## src/rtl/alu_pipe.sv

```systemverilog
// Pipelined integer ALU: single-cycle arithmetic/logic/multiply, iterative
// restoring divider, and a one-entry result holding stage with valid/ready handshake.
module alu_pipe #(
  parameter int XLEN = 32,
  parameter int SHW  = $clog2(XLEN)
) (
  input  logic            clk_i,
  input  logic            rst_ni,
  input  logic            valid_i,
  output logic            ready_o,
  input  logic [XLEN-1:0] op1_i,
  input  logic [XLEN-1:0] op2_i,
  input  logic [5:0]      aluop_i,
  input  logic            flush_i,
  output logic            valid_o,
  input  logic            ready_i,
  output logic [XLEN-1:0] alu_result_o,
  output logic            illegal_o,
  output logic            busy_o
);

  localparam int CW = $clog2(XLEN);
  localparam logic [CW-1:0] CNT_LAST = CW'(XLEN - 1);

  localparam logic [5:0] OP_ADD   = 6'd0;
  localparam logic [5:0] OP_SLL   = 6'd1;
  localparam logic [5:0] OP_SLT   = 6'd2;
  localparam logic [5:0] OP_SLTU  = 6'd3;
  localparam logic [5:0] OP_XOR   = 6'd4;
  localparam logic [5:0] OP_SRL   = 6'd5;
  localparam logic [5:0] OP_OR    = 6'd6;
  localparam logic [5:0] OP_AND   = 6'd7;
  localparam logic [5:0] OP_SRA   = 6'd8;
  localparam logic [5:0] OP_SUB   = 6'd9;
  localparam logic [5:0] OP_MUL   = 6'd10;
  localparam logic [5:0] OP_MULHU = 6'd11;
  localparam logic [5:0] OP_DIVU  = 6'd12;
  localparam logic [5:0] OP_REMU  = 6'd13;

  typedef enum logic [1:0] {
    ST_IDLE = 2'd0,
    ST_DIV  = 2'd1,
    ST_HOLD = 2'd2
  } state_t;

  state_t            state_r;
  state_t            state_n_s;

  logic [XLEN-1:0]   alu_result_r;
  logic              illegal_r;
  logic [XLEN-1:0]   rem_r;
  logic [XLEN-1:0]   quo_r;
  logic [XLEN-1:0]   dvs_r;
  logic [CW-1:0]     cnt_r;
  logic              rem_sel_r;

  logic              accept_s;
  logic              is_div_s;
  logic [SHW-1:0]    shamt_s;
  logic [2*XLEN-1:0] prod_s;
  logic [XLEN-1:0]   res_s;
  logic              ill_s;
  logic [XLEN:0]     shifted_s;
  logic [XLEN:0]     diff_s;
  logic [XLEN-1:0]   rem_n_s;
  logic [XLEN-1:0]   quo_n_s;

  assign ready_o      = (state_r == ST_IDLE) || ((state_r == ST_HOLD) && ready_i);
  // A flush in the same cycle drops the request even though ready_o is high.
  assign accept_s     = valid_i && ready_o && !flush_i;
  assign is_div_s     = ((aluop_i == OP_DIVU) || (aluop_i == OP_REMU)) && (op2_i != '0);
  assign shamt_s      = op2_i[SHW-1:0];
  assign prod_s       = {{XLEN{1'b0}}, op1_i} * {{XLEN{1'b0}}, op2_i};
  assign valid_o      = (state_r == ST_HOLD);
  assign busy_o       = (state_r == ST_DIV);
  assign alu_result_o = alu_result_r;
  assign illegal_o    = illegal_r;

  // Single-cycle result; DIVU/REMU values here only apply to divide-by-zero.
  always_comb begin
    res_s = '0;
    ill_s = 1'b0;
    case (aluop_i)
      OP_ADD:   res_s = op1_i + op2_i;
      OP_SLL:   res_s = op1_i << shamt_s;
      OP_SLT:   res_s = {{(XLEN-1){1'b0}}, ($signed(op1_i) < $signed(op2_i))};
      OP_SLTU:  res_s = {{(XLEN-1){1'b0}}, (op1_i < op2_i)};
      OP_XOR:   res_s = op1_i ^ op2_i;
      OP_SRL:   res_s = op1_i >> shamt_s;
      OP_OR:    res_s = op1_i | op2_i;
      OP_AND:   res_s = op1_i & op2_i;
      OP_SRA:   res_s = $signed(op1_i) >>> shamt_s;
      OP_SUB:   res_s = op1_i - op2_i;
      OP_MUL:   res_s = prod_s[XLEN-1:0];
      OP_MULHU: res_s = prod_s[2*XLEN-1:XLEN];
      OP_DIVU:  res_s = '1;
      OP_REMU:  res_s = op1_i;
      default: begin
        res_s = '0;
        ill_s = 1'b1;
      end
    endcase
  end

  // One restoring-division step: shift in the next dividend bit, trial subtract.
  always_comb begin
    shifted_s = {rem_r, quo_r[XLEN-1]};
    diff_s    = shifted_s - {1'b0, dvs_r};
    if (!diff_s[XLEN]) begin
      rem_n_s = diff_s[XLEN-1:0];
      quo_n_s = {quo_r[XLEN-2:0], 1'b1};
    end else begin
      rem_n_s = shifted_s[XLEN-1:0];
      quo_n_s = {quo_r[XLEN-2:0], 1'b0};
    end
  end

  // Next-state logic; flush has priority over everything.
  always_comb begin
    state_n_s = state_r;
    case (state_r)
      ST_IDLE: begin
        if (accept_s) begin
          state_n_s = is_div_s ? ST_DIV : ST_HOLD;
        end else begin
          state_n_s = ST_IDLE;
        end
      end
      ST_DIV: begin
        if (cnt_r == CNT_LAST) begin
          state_n_s = ST_HOLD;
        end else begin
          state_n_s = ST_DIV;
        end
      end
      ST_HOLD: begin
        if (accept_s) begin
          state_n_s = is_div_s ? ST_DIV : ST_HOLD;
        end else if (ready_i) begin
          state_n_s = ST_IDLE;
        end else begin
          state_n_s = ST_HOLD;
        end
      end
      default: state_n_s = ST_IDLE;
    endcase
    if (flush_i) begin
      state_n_s = ST_IDLE;
    end else begin
      state_n_s = state_n_s;
    end
  end

  // State register.
  always_ff @(posedge clk_i or negedge rst_ni) begin
    if (!rst_ni) begin
      state_r <= ST_IDLE;
    end else begin
      state_r <= state_n_s;
    end
  end

  // Result register and divider datapath.
  always_ff @(posedge clk_i or negedge rst_ni) begin
    if (!rst_ni) begin
      alu_result_r <= '0;
      illegal_r    <= 1'b0;
      rem_r        <= '0;
      quo_r        <= '0;
      dvs_r        <= '0;
      cnt_r        <= '0;
      rem_sel_r    <= 1'b0;
    end else if (flush_i) begin
      rem_r        <= '0;
      quo_r        <= '0;
      dvs_r        <= '0;
      cnt_r        <= '0;
      rem_sel_r    <= 1'b0;
    end else if (accept_s) begin
      if (is_div_s) begin
        rem_r     <= '0;
        quo_r     <= op1_i;
        dvs_r     <= op2_i;
        cnt_r     <= '0;
        rem_sel_r <= (aluop_i == OP_REMU);
      end else begin
        alu_result_r <= res_s;
        illegal_r    <= ill_s;
      end
    end else if (state_r == ST_DIV) begin
      rem_r <= rem_n_s;
      quo_r <= quo_n_s;
      cnt_r <= cnt_r + CW'(1);
      if (cnt_r == CNT_LAST) begin
        alu_result_r <= rem_sel_r ? rem_n_s : quo_n_s;
        illegal_r    <= 1'b0;
      end
    end
  end

endmodule

```

## config.mk

```make
export PLATFORM = sky130hd
export DESIGN_NAME = alu_pipe
export DESIGN_NICKNAME = d
export VERILOG_FILES = /design/src/rtl/alu_pipe.sv
export SDC_FILE = /design/constraint.sdc
export NUM_CORES = 2
export LEC_CHECK = 0
export BUFFER_PORTS_ARGS = -buffer_cell sky130_fd_sc_hd__buf_2
export CORE_MARGIN = 3
export CORE_UTILIZATION = 61
export DETAILED_ROUTE_END_ITERATION = 6
export HOLD_SLACK_MARGIN = 0.15
export PLACE_DENSITY_LB_ADDON = 0.08
export SLEW_MARGIN = 10
export SYNTH_ARGS = -nofsm -noshare
export SYNTH_HDL_FRONTEND = slang
export SYNTH_SLANG_ARGS = --single-unit
```

## constraint.sdc

```tcl
create_clock -name clk_i -period 3.5 [get_ports clk_i]
set_clock_uncertainty 0.05 [all_clocks]
set_input_delay 0.175 -clock clk_i [delete_from_list [all_inputs] [get_ports clk_i]]
set_output_delay 0.175 -clock clk_i [all_outputs]
set_load 0.03 [all_outputs]
```

==> results.cfg, run 1 <==
[synth]
synth_cell_types = 106
synthMuxAreaShare_pct = 3.90
synth_compound_gate_area_share_pct = 14.6
synth-seq-area-share_pct = 6.84
ys_seq_elements = 137
synth-async-reset-ratio_pct = 100
synth_fp_nets = 7564
synth_warnings = 0
synth_top_family_by_area = adder cells
synth_edf_count = 0
synth_ff_type = dfrtp_1
synth_fa_ha_area_share_pct = 45.7
synthCells = 6195
synthSimpleGateAreaFrac_pct = 16.3
synth.avg_cell_area_um2 = 8.09
synthXorXnorAreaFrac_pct = 1.62
netlist_area_um2 = 50100

[place]
gp_congestion = 1.14
post-place-cells = 8230
portBuffers = 110
pre_cts_slack_ns = -4.60
hpwl_um = 204000

[outcome]
outcome = stopped before the end
haltStage = global routing (5_1_grt)
error_line = [ERROR GRT-0232] Routing congestion too high. Check the congestion heatmap in the GUI.

[floorplanning]
rows = 104
io_pins = 111
start_util_pct = 61.9
fp.dieH_um = 293
die_x_um = 293

[clock_tree]
cts-buffers-inserted = 17
clk_path_buf_depth = 2
htreeDepth = 4
clkSinkCount = 137
clock-root-buffer = clkbuf_16

[grt]
grt_max_degree = 90
gr-usage-all-layers_pct = 80.3
grt.overflow.total = 1315

[sta]
worst_path_end_type = register data pin
postGrtWorstEndpoint = alu_result_o[24]$_DFFE_PN0P_/D
what timing repair did:
action,CTS
hold endpoints to repair,93
pin swaps,85
endpoints found under the setup margin,42
setup buffers,53
hold buffers,4
resized for setup,299
gates cloned,1
synthesized netlist by cell type (12+ instances only):
master | number | share of area (%)
and3_1 | 25 | 0.31
dfrtp_1 | 137 | 6.8
or3_1 | 25 | 0.31
nor4_1 | 20 | 0.25
nor2b_1 | 18 | 0.22
buf_2 | 25 | 0.25
o2111ai_1 | 12 | 0.21
inv_1 | 1006 | 7.5
nor2_1 | 838 | 6.3
a211o_1 | 24 | 0.42
mux2i_1 | 95 | 1.9
xnor2_1 | 62 | 1.1
o211ai_1 | 31 | 0.46
a21o_1 | 60 | 0.90
mux2_2 | 24 | 0.54
clkbuf_1 | 300 | 2.2
o31ai_1 | 30 | 0.45
o22ai_1 | 19 | 0.24
a221o_1 | 20 | 0.40
xor2_1 | 31 | 0.54
o221ai_1 | 25 | 0.44
o21a_1 | 16 | 0.24
o21ai_0 | 230 | 2.3
mux4_2 | 32 | 1.4
o21bai_1 | 23 | 0.34
nand4_1 | 39 | 0.49
a22oi_1 | 46 | 0.69
nor3_1 | 72 | 0.72
or2_2 | 17 | 0.21
ha_1 | 396 | 9.9
nand2_1 | 772 | 5.8
fa_1 | 898 | 36
and2_1 | 12 | 0.15
a31oi_1 | 45 | 0.56
a21oi_1 | 316 | 3.2
a221oi_1 | 35 | 0.61
nand3_1 | 70 | 0.70
nand2b_1 | 23 | 0.29
a211oi_1 | 45 | 0.67
buf_1 | 80 | 0.60
logic make-up after synthesis:
group,after synthesis
and+or+nand+nor,1967
buffers and inverters,1435
adders and majority gates,1294
AOI/OAI and AO/OA,1117
muxes,152
DFF,137
xor gates and xnor gates,93
per-layer routing:
layer  GRT usage, %  overflow
met2           96.7       900
met1           83.3        51
met4           74.1       313
met5           31.9         8
met3           64.7        43
stage by stage:
step                TNS [ns]  instance area (µm²)
floorplan            -115.89                50800
global placement     -134.10                61400
detailed placement   -139.23                61400
CTS                  -109.97                63700
==> run 2: changes to the inputs <==
CORE_UTILIZATION = 40   (was 61)
HOLD_SLACK_MARGIN = not set   (was 0.15)
PLACE_DENSITY_LB_ADDON = 0.15   (was 0.08)
clock period = 4.55 ns   (was 3.5 ns; I/O delays follow)
==> results.cfg, run 2 <==
[clock_tree]
cts-buffers-inserted = 25
clock_latency_ns = 0.50
cts_tree = done
clkSinkCount = 137
clock-root-buffer = clkbuf_16
clk_pin_slew_ns = 0.06
clk_path_buf_depth = 3
htreeDepth = 4

[floorplanning]
io_pins = 111
die-area_um2 = 130000
die_x_um = 360
placeableCoreArea_um2 = 124000
fp.dieH_um = 360
start_util_pct = 40.4
rows = 129

[detailed_routing]
routed_via_density = 5.92
drcViolationCount = 0
vias = 51700
drt-wirelength-per-cell_um = 30.0
initialDrtViolationCount = 6315
first_pass_iters = 7
ant_nets = 0
finalWirelength_um = 262000

[grt]
grt_pass1_wl_um = 374000
grt_max_degree = 77
antenna_found_initial = 12
gr-usage-all-layers_pct = 39.8
grt_pass1_vias = 52000
grt.overflow.total = 0

[sta]
slew_headroom_pct = 14.9
period_share_pct = 156
finalSetupViolations = 32
report.final.hold_viol_count = 0
rsz0062_at_grt = true
worstMarginPinSlew_ns = 1.27
drv_slew = 0
hold_ws_ns = 0.118
setup_ws_ns = -2.54
finalCriticalPeriod_ns = 7.09
fmax_mhz = 141

[finish]
final_common_cell = buf_4
design_area_um2 = 65000
drive_above_1_share_pct = 26.3
n_fill_cell = 11800
fin_nets = 8447
regArea_um2 = 3430
area_growth_pct = 29.7
most-common-layout-cells = 986 x buf_4, 948 x inv_1, 844 x fa_1
multi_input_area_um2 = 43500

[synth]
synth_top_area_share_pct = 35.9
synth_cell_types = 106
synth_fp_nets = 7564
ys_seq_elements = 137
netlist_area_um2 = 50100
synthTopCellsByCount = 1006 x inv_1, 898 x fa_1, 838 x nor2_1
synth_top_cell_by_area = fa_1
synth.area.top_cells = fa_1 36%, ha_1 9.9%, inv_1 7.5%
synth-async-reset-ratio_pct = 100
synth_ff_type = dfrtp_1
yosysMostFrequentCell = inv_1
synth_warnings = 0
synth_edf_count = 0
synthCells = 6195
synth-seq-area-share_pct = 6.84
synth.avg_cell_area_um2 = 8.09

[place]
place_area_um2 = 60400
hpwl_um = 215000
portBuffers = 110
gp_congestion = 1.03

[worst_setup_path]
worstSetupStartpointType = input pin
crit_fanout = 5
endpoint_kind = flip-flop
required_ns = 4.94
cp.arrival_ns = 7.48
path_class = input pin to flip-flop

[outcome]
violations = negative setup slack
outcome = finished, violations left

[min_path]
min_path_type = input pin to flip-flop

[run]
maxCapViolCount = 0
[run 2: timing repair]
item / in CTS / in global routing
endpoints found under the setup margin: 32 / 32
setup buffers: 56 / 34
resized for setup: 486 / 260
hold endpoints to repair: 74 / 0
hold buffers: 1 / 0
gates cloned: 11 / 6
pin swaps: 165 / 120
[run 2: metal layers]
metal  GRT usage, %  wire, µm  vias up
met1           55.0    107000    26400
met3           8.26     26900      578
met4           18.0     15400        8
met5              0        46        -
li1               -         -    21700
met2           60.0    112000     2903
[run 2: path summary, 6_finish.rpt]
kind / endpoint / cells past startpoint / startpoint / slack (ns)
hold / removal: state_r[1] / 5 / valid_i / 0.12
max in group asynchronous: rem_r[21] / 3 / rst_ni / 3.08
setup reg to reg: alu_result_o[29] / 12 / rem_r[25] / 0.52
min in group asynchronous: dvs_r[1] / 2 / rst_ni / 0.30
setup / recovery: alu_result_o[23] / 27 / op1_i[20] / -2.54
hold reg to reg: dvs_r[6] / 2 / dvs_r[6] / 0.47
[run 2: through the flow]
stage / setup WS [ns] / setup TNS, ns / util [%] / std cells
2_1_floorplan: -2.88 / -83.97 / - / 6195
5_1_grt: -2.67 / -82.01 / 52.4 / 8721
6_report: -2.54 / -76.87 / 52.4 / 8724
4_1_cts: -2.53 / -75.21 / 51.3 / 8682
3_3_place_gp: -3.65 / -105.04 / 48.7 / 8587
3_5_place_dp: -3.66 / -106.02 / 48.7 / 8587
[run 2: worst max-delay path, cell delays in order]
cell and delay [ns]:
buf_4 0.15, inv_8 0.09, buf_12 0.15, nor2_2 0.06, fa_1 0.54, inv_1 0.06, fa_1 0.50, fa_2 0.48
fa_1 0.54, inv_1 0.05, fa_1 0.49, fa_1 0.52, fa_2 0.59, fa_1 0.46, ha_4 0.26, buf_4 0.14
nand2_2 0.07, o21ai_2 0.08, a221o_1 0.36, a31o_4 0.26, o21ai_2 0.12, buf_6 0.16, a21oi_4 0.09, buf_6 0.14
or4_4 0.49, a31oi_4 0.20, o22a_1 0.15
[run 2: logic make-up after synthesis]
family / Yosys count / synth area share [%]
AND/OR/NAND/NOR: 1967 / 16.3
XOR/XNOR: 93 / 1.62
multiplexers: 152 / 3.90
AO/OA/AOI/OAI: 1117 / 14.6
flip-flops: 137 / 6.84
adder cells (fa/ha/maj): 1294 / 45.7
buffers and inverters: 1435 / 10.9
[run 2: area by class of cell]
class                           count  share of cell area [%]
Antenna cell                        3                  0.0115
Clock buffer                       30                    1.04
Clock inverter                      3                  0.0231
Inverter                         1019                    6.11
Multi-Input combinational cell   4623                    66.9
Sequential cell                   137                    5.28
Tap cell                         1637                    3.15
Timing Repair Buffer             1271                    17.5
Timing Repair inverter              1                 0.00962
Power of run 2 is not shown: default switching activity piles up to over one toggle a cycle in this logic, so the estimate is an artifact.
